`src/rtl/fwd_hazard_unit_if.sv`:
```
// Bundle of pipeline-side signals seen by the forwarding / hazard unit.
// The pipeline drives through the master modport and the unit answers through the slave modport.
interface fwd_hazard_unit_if #(
  parameter int AW      = 5,
  parameter int NUM_SRC = 2,
  parameter int CNT_W   = 16
);
  logic [NUM_SRC-1:0]    id_src_valid;
  logic [NUM_SRC*AW-1:0] id_src_addr;
  logic [NUM_SRC*AW-1:0] ex_src_addr;
  logic [AW-1:0]         ex_rd;
  logic                  ex_memread;
  logic [AW-1:0]         mem_rd;
  logic                  mem_regwrite;
  logic [AW-1:0]         wb_rd;
  logic                  wb_regwrite;
  logic                  mdu_issue;
  logic [AW-1:0]         mdu_rd;
  logic [2*NUM_SRC-1:0]  fwd_sel;
  logic                  stall;
  logic [1:0]            stall_cause;
  logic                  mdu_busy;
  logic                  mdu_wb_valid;
  logic [AW-1:0]         mdu_wb_rd;
  logic [CNT_W-1:0]      stall_count;

  modport master (
    output id_src_valid, id_src_addr, ex_src_addr, ex_rd, ex_memread,
           mem_rd, mem_regwrite, wb_rd, wb_regwrite, mdu_issue, mdu_rd,
    input  fwd_sel, stall, stall_cause, mdu_busy, mdu_wb_valid, mdu_wb_rd,
           stall_count
  );

  modport slave (
    input  id_src_valid, id_src_addr, ex_src_addr, ex_rd, ex_memread,
           mem_rd, mem_regwrite, wb_rd, wb_regwrite, mdu_issue, mdu_rd,
    output fwd_sel, stall, stall_cause, mdu_busy, mdu_wb_valid, mdu_wb_rd,
           stall_count
  );
endinterface

```
`src/rtl/fwd_hazard_unit.sv`:
```
// Per-operand EX forwarding, ID-stage load-use / MDU hazard detection with stall generation,
// a single-entry MDU scoreboard with latency countdown, and a saturating stall-cycle counter.
module fwd_hazard_unit #(
  parameter int AW      = 5,
  parameter int NUM_SRC = 2,
  parameter int MDU_LAT = 4,
  parameter int CNT_W   = 16
) (
  input  logic               clk,
  input  logic               reset,
  fwd_hazard_unit_if.slave   bus
);

  logic                 busy_q, busy_d;
  logic [3:0]           cnt_q, cnt_d;
  logic [AW-1:0]        prd_q, prd_d;
  logic [CNT_W-1:0]     scnt_q, scnt_d;

  logic [2*NUM_SRC-1:0] fwd_sel_s;
  logic                 lu_s, raw_s, bh_s, stall_s;
  logic [1:0]           cause_s;
  logic                 wb_valid_s;

  // Operand forwarding: EX/MEM beats MEM/WB, register 0 never forwards
  always_comb begin
    fwd_sel_s = {(2*NUM_SRC){1'b0}};
    for (int i = 0; i < NUM_SRC; i++) begin
      if (bus.mem_regwrite && (bus.mem_rd != {AW{1'b0}}) &&
          (bus.mem_rd == bus.ex_src_addr[i*AW +: AW])) begin
        fwd_sel_s[2*i +: 2] = 2'b10;
      end else if (bus.wb_regwrite && (bus.wb_rd != {AW{1'b0}}) &&
                   (bus.wb_rd == bus.ex_src_addr[i*AW +: AW])) begin
        fwd_sel_s[2*i +: 2] = 2'b01;
      end else begin
        fwd_sel_s[2*i +: 2] = 2'b00;
      end
    end
  end

  // Hazard terms and prioritised stall cause
  always_comb begin
    lu_s  = 1'b0;
    raw_s = 1'b0;
    for (int i = 0; i < NUM_SRC; i++) begin
      if (bus.id_src_valid[i] && (bus.id_src_addr[i*AW +: AW] != {AW{1'b0}})) begin
        if (bus.ex_memread && (bus.ex_rd == bus.id_src_addr[i*AW +: AW])) begin
          lu_s = 1'b1;
        end else begin
          lu_s = lu_s;
        end
        if (busy_q && (prd_q == bus.id_src_addr[i*AW +: AW])) begin
          raw_s = 1'b1;
        end else begin
          raw_s = raw_s;
        end
      end else begin
        lu_s  = lu_s;
        raw_s = raw_s;
      end
    end
    bh_s    = bus.mdu_issue && busy_q;
    stall_s = lu_s || raw_s || bh_s;
    if (lu_s) begin
      cause_s = 2'b01;
    end else if (raw_s) begin
      cause_s = 2'b10;
    end else if (bh_s) begin
      cause_s = 2'b11;
    end else begin
      cause_s = 2'b00;
    end
  end

  // Scoreboard next state; an issue can only be accepted when the unit is idle and nothing stalls
  always_comb begin
    busy_d     = busy_q;
    cnt_d      = cnt_q;
    prd_d      = prd_q;
    wb_valid_s = busy_q && (cnt_q == 4'd1);
    if (busy_q) begin
      cnt_d = cnt_q - 4'd1;
      if (cnt_q == 4'd1) begin
        busy_d = 1'b0;
      end else begin
        busy_d = 1'b1;
      end
    end else if (bus.mdu_issue && !stall_s) begin
      busy_d = 1'b1;
      cnt_d  = 4'(MDU_LAT);
      prd_d  = bus.mdu_rd;
    end else begin
      busy_d = 1'b0;
    end
    if (stall_s && (scnt_q != {CNT_W{1'b1}})) begin
      scnt_d = scnt_q + {{(CNT_W-1){1'b0}}, 1'b1};
    end else begin
      scnt_d = scnt_q;
    end
  end

  // State registers; asynchronous reset aborts any op in flight
  always_ff @(posedge clk or posedge reset) begin
    if (reset) begin
      busy_q <= 1'b0;
      cnt_q  <= 4'd0;
      prd_q  <= {AW{1'b0}};
      scnt_q <= {CNT_W{1'b0}};
    end else begin
      busy_q <= busy_d;
      cnt_q  <= cnt_d;
      prd_q  <= prd_d;
      scnt_q <= scnt_d;
    end
  end

  assign bus.fwd_sel      = fwd_sel_s;
  assign bus.stall        = stall_s;
  assign bus.stall_cause  = cause_s;
  assign bus.mdu_busy     = busy_q;
  assign bus.mdu_wb_valid = wb_valid_s;
  assign bus.mdu_wb_rd    = wb_valid_s ? prd_q : {AW{1'b0}};
  assign bus.stall_count  = scnt_q;

endmodule

```
`src/flat_wrapper.sv`:
```
// flat-port wrapper written by rule: the top's interface ports become plain ports
module fwd_hazard_unit_flat 
#(
  parameter int AW      = 5,
  parameter int NUM_SRC = 2,
  parameter int MDU_LAT = 4,
  parameter int CNT_W   = 16
)
  (clk, reset, bus_id_src_valid, bus_id_src_addr, bus_ex_src_addr, bus_ex_rd, bus_ex_memread, bus_mem_rd, bus_mem_regwrite, bus_wb_rd, bus_wb_regwrite, bus_mdu_issue, bus_mdu_rd, bus_fwd_sel, bus_stall, bus_stall_cause, bus_mdu_busy, bus_mdu_wb_valid, bus_mdu_wb_rd, bus_stall_count);
  fwd_hazard_unit_if #(.AW(AW), .NUM_SRC(NUM_SRC), .CNT_W(CNT_W)) bus_i ();
  input  logic clk;
  input  logic reset;
  input wire logic [$bits(bus_i.id_src_valid)-1:0] bus_id_src_valid;
  input wire logic [$bits(bus_i.id_src_addr)-1:0] bus_id_src_addr;
  input wire logic [$bits(bus_i.ex_src_addr)-1:0] bus_ex_src_addr;
  input wire logic [$bits(bus_i.ex_rd)-1:0] bus_ex_rd;
  input wire logic [$bits(bus_i.ex_memread)-1:0] bus_ex_memread;
  input wire logic [$bits(bus_i.mem_rd)-1:0] bus_mem_rd;
  input wire logic [$bits(bus_i.mem_regwrite)-1:0] bus_mem_regwrite;
  input wire logic [$bits(bus_i.wb_rd)-1:0] bus_wb_rd;
  input wire logic [$bits(bus_i.wb_regwrite)-1:0] bus_wb_regwrite;
  input wire logic [$bits(bus_i.mdu_issue)-1:0] bus_mdu_issue;
  input wire logic [$bits(bus_i.mdu_rd)-1:0] bus_mdu_rd;
  output wire logic [$bits(bus_i.fwd_sel)-1:0] bus_fwd_sel;
  output wire logic [$bits(bus_i.stall)-1:0] bus_stall;
  output wire logic [$bits(bus_i.stall_cause)-1:0] bus_stall_cause;
  output wire logic [$bits(bus_i.mdu_busy)-1:0] bus_mdu_busy;
  output wire logic [$bits(bus_i.mdu_wb_valid)-1:0] bus_mdu_wb_valid;
  output wire logic [$bits(bus_i.mdu_wb_rd)-1:0] bus_mdu_wb_rd;
  output wire logic [$bits(bus_i.stall_count)-1:0] bus_stall_count;
  assign bus_i.id_src_valid = bus_id_src_valid;
  assign bus_i.id_src_addr = bus_id_src_addr;
  assign bus_i.ex_src_addr = bus_ex_src_addr;
  assign bus_i.ex_rd = bus_ex_rd;
  assign bus_i.ex_memread = bus_ex_memread;
  assign bus_i.mem_rd = bus_mem_rd;
  assign bus_i.mem_regwrite = bus_mem_regwrite;
  assign bus_i.wb_rd = bus_wb_rd;
  assign bus_i.wb_regwrite = bus_wb_regwrite;
  assign bus_i.mdu_issue = bus_mdu_issue;
  assign bus_i.mdu_rd = bus_mdu_rd;
  assign bus_fwd_sel = bus_i.fwd_sel;
  assign bus_stall = bus_i.stall;
  assign bus_stall_cause = bus_i.stall_cause;
  assign bus_mdu_busy = bus_i.mdu_busy;
  assign bus_mdu_wb_valid = bus_i.mdu_wb_valid;
  assign bus_mdu_wb_rd = bus_i.mdu_wb_rd;
  assign bus_stall_count = bus_i.stall_count;
  fwd_hazard_unit #(.AW(AW), .NUM_SRC(NUM_SRC), .MDU_LAT(MDU_LAT), .CNT_W(CNT_W)) u_core (.clk(clk), .reset(reset), .bus(bus_i));
endmodule
```
`config.mk`:
```
export PLATFORM = sky130hd
export DESIGN_NAME = fwd_hazard_unit_flat
export DESIGN_NICKNAME = d
export VERILOG_FILES = /design/src/rtl/fwd_hazard_unit_if.sv /design/src/rtl/fwd_hazard_unit.sv /design/src/flat_wrapper.sv
export SDC_FILE = /design/constraint.sdc
export NUM_CORES = 1
export LEC_CHECK = 0
export CAP_MARGIN = 20
export CORE_AREA = 8 8 96 81
export DETAILED_ROUTE_END_ITERATION = 7
export DIE_AREA = 0 0 104 89
export SLEW_MARGIN = 40
export SYNTH_ARGS = -nofsm -noshare
export SYNTH_HDL_FRONTEND = slang
export SYNTH_SLANG_ARGS = --single-unit
```
`constraint.sdc`:
```
create_clock -name clk -period 6.05 [get_ports clk]
set_input_delay 1.5125 -clock clk [delete_from_list [all_inputs] [get_ports clk]]
set_output_delay 1.5125 -clock clk [all_outputs]
set_load 0.05 [all_outputs]
```
Word-level counts from Yosys, hierarchy flattened
Index checks and enable logic that the tools add are counted.
{"block": "totals", "mem_bits_ro": 0, "latchBits": 0, "n_memories": 0, "ram_bits": 0, "regBits": 26, "elab_cells": 63, "in_bits": 48}
{"block": "op_classes", "shifts": 0, "n_bitwise": 1, "n_addsub": 2, "multipliers": 0, "n_lt_le_gt_ge": 0, "muxes": 21, "n_reduce_logical": 25, "eq_ne": 10, "n_div": 0}
{"op": "equality test 5 bit", "count": 8}
{"op": "nonzero test 5 bit", "count": 4}
{"op": "adder 16 x 1 -> 16 bit, second input constant", "count": 1}
{"op": "logical AND 1 bit", "count": 16}
{"op": "!= test 16 bit, second input constant", "count": 1}
{"op": "2-to-1 mux 1 bit", "count": 13}
{"op": "2-to-1 mux 2 bit", "count": 5}
{"op": "2-to-1 mux 4 bit", "count": 2}
{"op": "2-to-1 mux 5 bit", "count": 1}
{"op": "equality test 4 x 1 -> 1 bit, second input constant", "count": 1}
{"op": "subtractor 4 x 1 -> 4 bit, second input constant", "count": 1}
{"op": "logical OR 1 bit", "count": 2}
{"op": "AND reduction 2 bit", "count": 1}
{"op": "nonzero test 2 bit", "count": 1}
{"op": "zero test 1 bit", "count": 1}
{"op": "inverter 1 bit", "count": 1}

Logic depth before layout (Yosys ltp)
Gate-level depths: netlist of run 1.
{"block": "logic_depth", "word_depth": 12, "depth_mapped": 10, "mapped_depth_nobuf": 8}

Worst setup path after synthesis of run 1
No wires, ideal clock.
{"block": "synth_timing", "kind": "input to output", "startpoint": "input bus_mem_rd[1]", "endpoint": "output bus_fwd_sel[0]", "path_buffers": 0, "path_stages": 4, "slack_ps": 448, "arrival_time_ps": 4090, "cell_sequence": "or4_1 > o21ai_0 > nor4_1 > nor4_1"}
{"block": "synth_via", "elab_chain_len": 4, "word_cells_on_any_way": 5}
{"element": "start: declaration", "line_no": "flat_wrapper.sv:18", "source": "input wire logic [$bits(bus_i.mem_rd)-1:0] bus_mem_rd;"}
{"element": "nonzero test 5 bit", "line_no": "fwd_hazard_unit.sv:28", "source": "if (bus.mem_regwrite && (bus.mem_rd != {AW{1'b0}}) &&"}
{"element": "logical AND 1 bit", "line_no": "fwd_hazard_unit.sv:28"}
{"element": "logical AND 1 bit *", "line_no": "fwd_hazard_unit.sv:28"}
{"element": "2-to-1 mux 2 bit *", "line_no": "fwd_hazard_unit.sv:28"}
{"element": "end: declaration", "line_no": "flat_wrapper.sv:24", "source": "output wire logic [$bits(bus_i.fwd_sel)-1:0] bus_fwd_sel;"}
Every way passes the cells marked *; elsewhere a longest branch is shown, timed or not.

Worst setup path in the final report of run 1
{"block": "layout_timing", "startpoint": "input bus_id_src_addr[5]", "endpoint": "output bus_stall"}
{"block": "layout_via", "elab_chain_len": 6, "word_cells_on_any_way": 12}
{"element": "start: declaration", "line_no": "flat_wrapper.sv:14", "source": "input wire logic [$bits(bus_i.id_src_addr)-1:0] bus_id_src_addr;"}
{"element": "equality test 5 bit (on tied branches)", "line_no": "fwd_hazard_unit.sv:46, fwd_hazard_unit.sv:51"}
{"element": "logical AND 1 bit (on tied branches)", "line_no": "fwd_hazard_unit.sv:46, fwd_hazard_unit.sv:51"}
{"element": "2-to-1 mux 1 bit (on tied branches)", "line_no": "fwd_hazard_unit.sv:46, fwd_hazard_unit.sv:51"}
{"element": "2-to-1 mux 1 bit", "line_no": "fwd_hazard_unit.sv:45", "source": "if (bus.id_src_valid[i] && (bus.id_src_addr[i*AW +: AW] != {AW{1'b0}})) begin"}
{"element": "logical OR 1 bit * (2 in a row)", "line_no": "fwd_hazard_unit.sv:62", "source": "stall_s = lu_s || raw_s || bh_s;"}
{"element": "end: declaration", "line_no": "flat_wrapper.sv:25", "source": "output wire logic [$bits(bus_i.stall)-1:0] bus_stall;"}
Marked as above.

==> results of run 1 <==
[sequential cells by signal (all words and copies together), names as in the netlist]
signal	count
u_core.bus.stall_count	16
u_core.prd_q	5
u_core.bus.mdu_busy	1
u_core.cnt_q	4
[worst min-delay path by stage]
| stage | from | end | slack [ns] | depth (start not counted) |
|---|---|---|---|---|
| after floorplan | u_core.cnt_q[3] | u_core.cnt_q[3] | 0.46 | 1 |
| after global placement | u_core.cnt_q[3] | u_core.cnt_q[3] | 0.48 | 1 |
| after detailed placement | u_core.bus.stall_count[6] | u_core.bus.stall_count[6] | 0.48 | 1 |
| after CTS | u_core.bus.stall_count[6] | u_core.bus.stall_count[6] | 0.50 | 1 |
| after global routing | u_core.bus.stall_count[6] | u_core.bus.stall_count[6] | 0.52 | 1 |
| final | u_core.bus.stall_count[6] | u_core.bus.stall_count[6] | 0.49 | 1 |
[synth_stat cells (2+ instances only)]
master,instances
o21ai_0,3
ha_1,3
nand4_1,4
mux2_1,2
and3_1,2
xnor2_1,17
or4_1,6
o21ai_2,2
nor2_1,13
o31ai_1,2
nand3_1,11
dfrtp_1,26
nand2_1,14
xor2_1,39
and2_1,7
nor3_1,5
inv_1,7
nor4_1,10
mux2_2,4
[power by group]
group          total [mW]  leakage (nW)  switching, mW  internal [mW]
Combinational       0.445         0.789          0.249          0.196
Clock               0.143        0.0357         0.0549         0.0885
Sequential          0.302         0.329         0.0739          0.228
Total               0.890          1.15          0.378          0.512
[worst reg2reg max path, delay by kind of cell (launching register included)]
kind                      cells  cell delay (ns)
DFF                           1             0.44
muxes                         1             0.38
xor gates and xnor gates      1             0.18
AOI/OAI and AO/OA             1             0.51
and+or+nand+nor               2             0.52
[through the flow]
step | setup slack (ns) | power [mW] | cell area [sq um] | std cells | hold WS (ns)
3_5_place_dp | 0.333 | 0.756 | 2670 | 348 | 0.481
2_1_floorplan | 0.448 | 0.596 | 1810 | 190 | 0.457
3_3_place_gp | 0.365 | 0.752 | 2670 | 348 | 0.475
4_1_cts | 0.341 | 0.904 | 2740 | 352 | 0.496
5_1_grt | 0.215 | 0.955 | 2740 | 352 | 0.516
6_report | 0.356 | 0.890 | 2740 | 352 | 0.490
[cells by family (layout without fill, tap and decap cells)]
logic type	after synthesis	count (layout)	synth area share
AND/OR/NAND/NOR	78	78	0.238
XOR/XNOR	56	56	0.271
flip-flops	26	26	0.359
buffers and inverters	11	89	0.0297
AO/OA/AOI/OAI	8	8	0.0304
multiplexers	8	8	0.0511
adder cells (fa/ha/maj)	3	3	0.0207
[cell type report]
type,instances,area [sq um],share of cell area
Clock inverter,1,30.0,0.0109
Multi-Input combinational cell,153,1110,0.405
Tap cell,84,105,0.0383
Clock buffer,3,41.3,0.0150
Timing Repair Buffer,78,778,0.284
Inverter,7,26.3,0.00958
Sequential cell,26,651,0.237
[routing by layer]
metal,GRT usage,wire [um]
met4,0.0210,18
met2,0.181,2230
met5,0,0
met1,0.152,2600
met3,0.0295,249
==> run summary, run 1 <==
cell area after synthesis: 1810 sq um
die area: 9260 sq um
initial antenna violation count: 0
slew margin rel.: 0.589
Lkg Pwr: 1.15 nW
ANT nets after route: 0
fraction of registers with async set/reset: 1.00
Ys Warns: 0
Routed WL: 5.10 mm
Post-CTS Repair Setup Buffers: 0
DR DRC count: 0
Crit path largest cell delay: 0.72 ns
top cell type's share of synthesized area: 0.359
Final Critical Period: 5.69 ns
pwr/cell area: 324 nW/um^2
WP buf/inv: 3
Die Width: 104 um
Die H: 89 um
final hold vios: 0
Seq/Total Area, Yosys: 0.359
CTS buffer count: 3
First DRT Iteration DRCs: 50
Seq cells post-synth: 26
ordered list of cells on the worst path: clkdlybuf4s50_1, or4_4, o21ai_2, o31ai_1, nor3_1, inv_1, clkdlybuf4s50_1
number of antenna diodes: 0
outcome: finished clean
worst vdd ir: 347 uV
H-tree depth: 1
final net count: 320
post-DR wirelength/cell: 14.5 um
slowest cell on the critical path: clkdlybuf4s50_1
global placer's final weighted congestion: 0.805
area leader, netlist: dfrtp_1
cell family with the largest share of critical-path delay: buffers and inverters
Peak Freq: 0.176 GHz
Clock Skew: 0.00956 ns
TNS Setup: 0 ns
most used cell, CP: clkdlybuf4s50_1
synthesized instance count: 190
commonest non-fill, non-tap cell in the layout: clkdlybuf4s50_1
CTS tree: built
critical path class: in2out
Crit Path Max Fanout: 5
Slew Limit Fails: 0
Post-CTS Resized: 0
Syn Nets: 241
critical path endpoint category: output port
CTS root buffer: clkbuf_8
port bufs: 77
gr usage total: 0.113
crit path from: bus_id_src_addr[5]
fin util: 0.444
Ports: 78
Area contributors post-synth: dfrtp_1 36%, xor2_1 19%, xnor2_1 8.2%, nor4_1 3.5%, nand3_1 3.0%
EDFF count, synth: 0
Worst Setup EP: bus_stall
Worst EP arrival: 4.18 ns
commonest cells after routing, fill and taps aside: 77 x clkdlybuf4s50_1, 39 x xor2_1, 26 x dfrtp_1, 17 x xnor2_1, 14 x nand2_1
Skew-Pair Late Insertion Delay: 0.27 ns
first-pass GRT wire length: 8.70 mm
CTS Hold Bufs: 0
worst hold path type: reg2reg
Worst Max-Slew Pin Slew: 0.607 ns
FP Rows: 26
Crit Reg-Reg Startpoint: u_core.prd_q[2]
share of cells above drive strength 1: 0.0634
Final setup viols: 0
reg-to-reg endpoint: u_core.prd_q[1]
RSZ-0062 raised after global routing: no
Worst-path clk slew: 0.10 ns
CP Data Required Time: 4.54 ns
flop2flop setup slack: 3.92 ns
largest net degree at the start of global routing: 27
vias per cell: 4.50
startpoint types: input pin
clock sink total: 26
Layout area overhead: 51.6%
vias in the first global route: 1711
syn avg cell area: 9.53 sq um
initial core utilization: 0.293
Detailed Routing Iterations Pass 1: 5
CORE AREA: 6180 sq um
Final period util: 0.941
Distinct cells, synth: 32
via count: 1583
max-cap violation count: 0
Final HPWL DP: 4.26 mm
grt ovf: 0
WP depth: 7
Reg2Reg Depth: 5
number of fill cells: 606
Top FF cell, synth: dfrtp_1
Max Buffers Root-to-Sink: 2
(Power assumes the default switching activity.)
==> run 2, diff against run 1 <==
==> constraint.sdc (replaced) <==
create_clock -name clk -period 6.05 [get_ports clk]
set_input_delay 1.5125 -clock clk [delete_from_list [all_inputs] [get_ports clk]]
set_output_delay 1.5125 -clock clk [all_outputs]
set_load 0.005 [all_outputs]
==> run 2 against run 1 <==
Net effect: hold slack better by 0.0039 ns; via count up 2.5%; die area unchanged; combinational power down 27%; utilization unchanged; design area unchanged; sequential cell count unchanged; sequential power up 2%; critical path depth unchanged; global-route usage up 0.24 points; power down 13%.
==> run summary, run 2 (synthesis results as in run 1) <==
Final setup viols: 0 (unchanged)
Reg2Reg Depth: 5 (unchanged)
FP Rows: 26 (unchanged)
critical path class: in2out (unchanged)
CTS root buffer: clkbuf_8 (unchanged)
post-DR wirelength/cell: 14.9 um (was 14.5 um)
grt ovf: 0 (unchanged)
dpl ws: 0.566 ns (was 0.333 ns)
max-cap violation count: 0 (unchanged)
outcome: finished clean (unchanged)
Worst-path clk slew: 0.09 ns (was 0.10 ns)
Post-CTS Repair Setup Buffers: 0 (unchanged)
Storage cell area: 651 sq um (unchanged)
CTS buffer count: 3 (unchanged)
vias in the first global route: 1677 (was 1711)
die area: 9260 sq um (unchanged)
fin util: 0.444 (unchanged)
CTS Hold Bufs: 0 (unchanged)
area occupied by multi-input gates: 1110 sq um (unchanged)
initial core utilization: 0.293 (unchanged)
Skew-Pair Late Insertion Delay: 0.27 ns (about the same)
final instance area: 2740 sq um (unchanged)
Largest register FFs: 16 (unchanged)
clock sink total: 26 (unchanged)
Non-Filler Instances: 352 (unchanged)
pwr/cell area: 282 nW/um^2 (was 324 nW/um^2)
Detailed Routing Iterations Pass 1: 4 (was 5)
Die H: 89 um (unchanged)
worst hold path type: reg2reg (unchanged)
CORE AREA: 6180 sq um (unchanged)
ANT nets after route: 0 (unchanged)
Ports: 78 (unchanged)
reg-to-reg endpoint: u_core.prd_q[1] (unchanged)
dpl cells: 348 (unchanged)
number of fill cells: 605 (was 606)
Peak Freq: 0.184 GHz (was 0.176 GHz)
commonest non-fill, non-tap cell in the layout: clkdlybuf4s50_1 (unchanged)
TNS Setup: 0 ns (unchanged)
Final HPWL DP: 4.25 mm (was 4.26 mm)
final hold vios: 0 (unchanged)
gr usage total: 0.116 (was 0.113)
Clock Skew: 0.00779 ns (was 0.00956 ns)
largest net degree at the start of global routing: 27 (unchanged)
initial antenna violation count: 0 (unchanged)
Final period util: 0.898 (was 0.941)
crit path from: bus_id_src_addr[5] (unchanged)
H-tree depth: 1 (unchanged)
CP Data Required Time: 4.54 ns (about the same)
share of cells above drive strength 1: 0.0634 (unchanged)
First DRT Iteration DRCs: 47 (was 50)
Lkg Pwr: 1.15 nW (unchanged)
via count: 1623 (was 1583)
Layout area overhead: 51.6% (unchanged)
Slew Limit Fails: 0 (unchanged)
Worst Max-Slew Pin Slew: 0.624 ns (was 0.607 ns)
Worst EP arrival: 3.92 ns (was 4.18 ns)
Final Critical Period: 5.43 ns (was 5.69 ns)
Post-CTS Resized: 0 (unchanged)
flop2flop setup slack: 3.87 ns (was 3.92 ns)
DR DRC count: 0 (unchanged)
vias per cell: 4.61 (was 4.50)
first-pass GRT wire length: 8.77 mm (was 8.70 mm)
critical path endpoint category: output port (unchanged)
post-route setup slack: 0.618 ns (was 0.356 ns)
Die Width: 104 um (unchanged)
final net count: 320 (unchanged)
Routed WL: 5.25 mm (was 5.10 mm)
CTS tree: built (unchanged)
Crit Reg-Reg Startpoint: u_core.prd_q[0] (was u_core.prd_q[2])
dpl cell area: 2670 sq um (unchanged)
port bufs: 77 (unchanged)
commonest cells after routing, fill and taps aside: 77 x clkdlybuf4s50_1, 39 x xor2_1, 26 x dfrtp_1, 17 x xnor2_1, 14 x nand2_1 (unchanged)
slew margin rel.: 0.578 (was 0.589)
RSZ-0062 raised after global routing: no (unchanged)
worst vdd ir: 164 uV (was 347 uV)
startpoint types: input pin (unchanged)
number of antenna diodes: 0 (unchanged)
Crit Path Max Fanout: 5 (unchanged)
Worst Setup EP: bus_stall (unchanged)
global placer's final weighted congestion: 0.811 (was 0.805)
Max Buffers Root-to-Sink: 2 (unchanged)
==> run 2: cell counts in the layout (fill, tap and decap cells not counted) <==
Identical to the previous run, type by type.
==> run 2: metrics by stage <==
step,power (mW),hold WS (ns)
floorplan,0.475,0.457
global placement,0.630,0.476
detailed placement,0.638,0.477
CTS,0.787,0.500
global route,0.832,0.517
finish,0.775,0.494
==> run 2: where the power goes <==
group	switching (mW)	internal (mW)
registers	0.0792	0.228
logic	0.129	0.196
clock network	0.0540	0.0885
==> run 2: area by class of cell <==
class                      count  share of cell area
inverter                       7             0.00958
clock inverter                 1              0.0109
sequential                    26               0.237
clock buffer                   3              0.0150
multi-input combinational    153               0.405
tap                           84              0.0383
timing repair buffer          78               0.284
==> run 2: routing by layer <==
| layer | global-route usage | routed length (um) | vias up |
|---|---|---|---|
| met3 | 0.0267 | 372 | 2 |
| met1 | 0.157 | 2560 | 763 |
| met4 | 0.0197 | 18 | 0 |
| li1 | - | - | 810 |
| met2 | 0.186 | 2300 | 48 |
| met5 | 0 | 0 | - |
==> run 2: how the worst min path moves through the flow <==
stage,end,start,slack (ns),depth (start not counted)
floorplan,u_core.cnt_q[3],u_core.cnt_q[3],0.46,1
global placement,u_core.cnt_q[3],u_core.cnt_q[3],0.48,1
detailed placement,u_core.bus.stall_count[6],u_core.bus.stall_count[6],0.48,1
CTS,u_core.bus.stall_count[6],u_core.bus.stall_count[6],0.50,1
global route,u_core.bus.stall_count[6],u_core.bus.stall_count[6],0.52,1
finish,u_core.bus.stall_count[6],u_core.bus.stall_count[6],0.49,1
==> run 2: worst max-delay path, cell delays in order <==
cell	delay [ns]
clkdlybuf4s50_1	0.48
or4_4	0.57
o21ai_2	0.16
o31ai_1	0.16
nor3_1	0.49
inv_1	0.08
clkdlybuf4s50_1	0.47
==> patch (flow settings as in run 1) <==
`CNT_W` is set to 16 in 3 places; all go to 32.
--- a/src/rtl/fwd_hazard_unit_if.sv
+++ b/src/rtl/fwd_hazard_unit_if.sv
@@ -5,3 +5,3 @@
   parameter int NUM_SRC = 2,
-  parameter int CNT_W   = 16
+  parameter int CNT_W   = 32
 );
--- a/src/rtl/fwd_hazard_unit.sv
+++ b/src/rtl/fwd_hazard_unit.sv
@@ -6,3 +6,3 @@
   parameter int MDU_LAT = 4,
-  parameter int CNT_W   = 16
+  parameter int CNT_W   = 32
 ) (
--- a/src/flat_wrapper.sv
+++ b/src/flat_wrapper.sv
@@ -6,3 +6,3 @@
   parameter int MDU_LAT = 4,
-  parameter int CNT_W   = 16
+  parameter int CNT_W   = 32
 )
Ports: changed (resized bus_stall_count); port bits go from 78 to 94. The function was not compared with the original's and may differ.
==> patch against run 1 <==
- final cell count grew 32%
- power grew 30%
- design area rose by 45%
- routed wire length rose by 51%
- synthesized area increased by 57%
- setup slack improved by 180 ps
- largest cell class unchanged
- sequential cell count increased by 16
- combinational power up 16%
==> patch: results (changes against run 1) <==
The run gives 310 ps (+40 ps) as the later-pin clock latency in the skew report. The top fanout value on the critical path is 3 (-2), and the net count after synthesis is 339 (+41%). The run gives 491 ps (+0.627 ps) as the final hold slack. The met2 wire length is 3.51 mm (+57%), and the routed length on met3 is 528 um (+110%). The reg-to-reg setup timing slack is 3280 ps (-640 ps), and the worst supply voltage drop on vdd is 0.296 mV (-15%). The xor and xnor area share after synthesis was 0.203 (-0.0676); the arrival time of data at the critical path endpoint was 4000 ps (-180 ps). The vias per cell came out at 5.35 (+19%).

The compound-cell area share of the yosys netlist is 0.154 (+0.123), and the highest cell delay on the worst timing path is 850 ps (+130 ps). The quantity of I/O buffers inserted on ports came out at 93 (+21%). Endpoint of the worst hold-timing path: u_core.bus.stall_count[21]$_DFFE_PP0P_. For the number of optimization iterations in the first detailed-route pass, the log shows 4 (-1). The detailed placement HPWL is 6.04 mm (+42%), and the worst-case clock skew is 19.0 ps (+9.46 ps). For the maximum number of pins on one net before global-route repair, the log shows 43 (+59%). The worst flop-to-flop path startpoint is u_core.bus.stall_count[0]$_DFFE_PP0P_.

H-tree depth: 2 (+1). Ranked by total cell area, the synthesized netlist is headed by sky130_fd_sc_hd__dfrtp_1 37%, sky130_fd_sc_hd__xnor2_1 13%, sky130_fd_sc_hd__xor2_1 7.4%. The distinct cell type count of the synthesized netlist is 45 (+41%), and the clock-pin slew on the worst setup and hold paths is 80 ps (-20 ps). First-pass GRT wire length: 12.9 mm (+48%). For the filler cell count, the log shows 502 (-17%). Multiplexer area fraction after synthesis: 0.0356 (-0.0155).

The flip-flop count of the largest register, all copies and words added is 32 (+16). The worst register-to-register path ends at u_core.bus.stall_count[1]$_DFFE_PP0P_. The critical path ends at bus_fwd_sel[2].

For the final wirelength, the log shows 7.72 mm (+51%). The global routing usage summed across all routing layers is 0.170 (+0.0565), and the wire length on met1 is 3.62 mm (+39%). The number of DRC markers after the initial detailed-route iteration is 117 (+130%). The run finished with clean final reports.
## patch: cell count changes after synthesis, sizes merged, moves of 7 or more
cell    before  now
xnor2       17   42
o211ai       0   13
xor2        39   24
nand4        4   11
nand2       14   21
dfrtp       26   42
and3         2   12
## patch: logic make-up after synthesis
group,Yosys count
buffers and inverters,23
multiplexers,9
XOR/XNOR,66
flip-flops,42
adder cells (fa/ha/maj),3
AO/OA/AOI/OAI,51
AND/OR/NAND/NOR,94
## patch: per-stage QoR
stage / setup WS, ps / std cells / utilization / cell area (sq um) / total power, mW
finish: 536 / 466 / 0.645 / 3990 / 1.16
global route: 324 / 466 / 0.645 / 3990 / 1.22
CTS: 513 / 466 / 0.645 / 3990 / 1.16
detailed placement: 515 / 458 / 0.626 / 3870 / 0.926
global placement: 565 / 458 / 0.625 / 3860 / 0.920
floorplan: 448 / 288 / - / 2840 / 0.746
## patch: routing by layer
layer | up-vias | global-route usage
met2 | 61 | 0.273
met3 | 5 | 0.0569
met1 | 1199 | 0.216
met4 | 0 | 0.0433
met5 | - | 0
li1 | 1229 | -
## patch: power breakdown
group | total (mW) | switching [mW] | internal, mW
clock | 0.236 | 0.110 | 0.126
combinational | 0.514 | 0.301 | 0.213
sequential | 0.405 | 0.0729 | 0.332
## patch: final cells by class
class / instances / area share
Tap cell: 84 / 0.0264
Clock buffer: 5 / 0.0173
Clock inverter: 3 / 0.0122
Multi-Input combinational cell: 223 / 0.426
Timing Repair Buffer: 97 / 0.243
Inverter: 12 / 0.0113
Sequential cell: 42 / 0.264
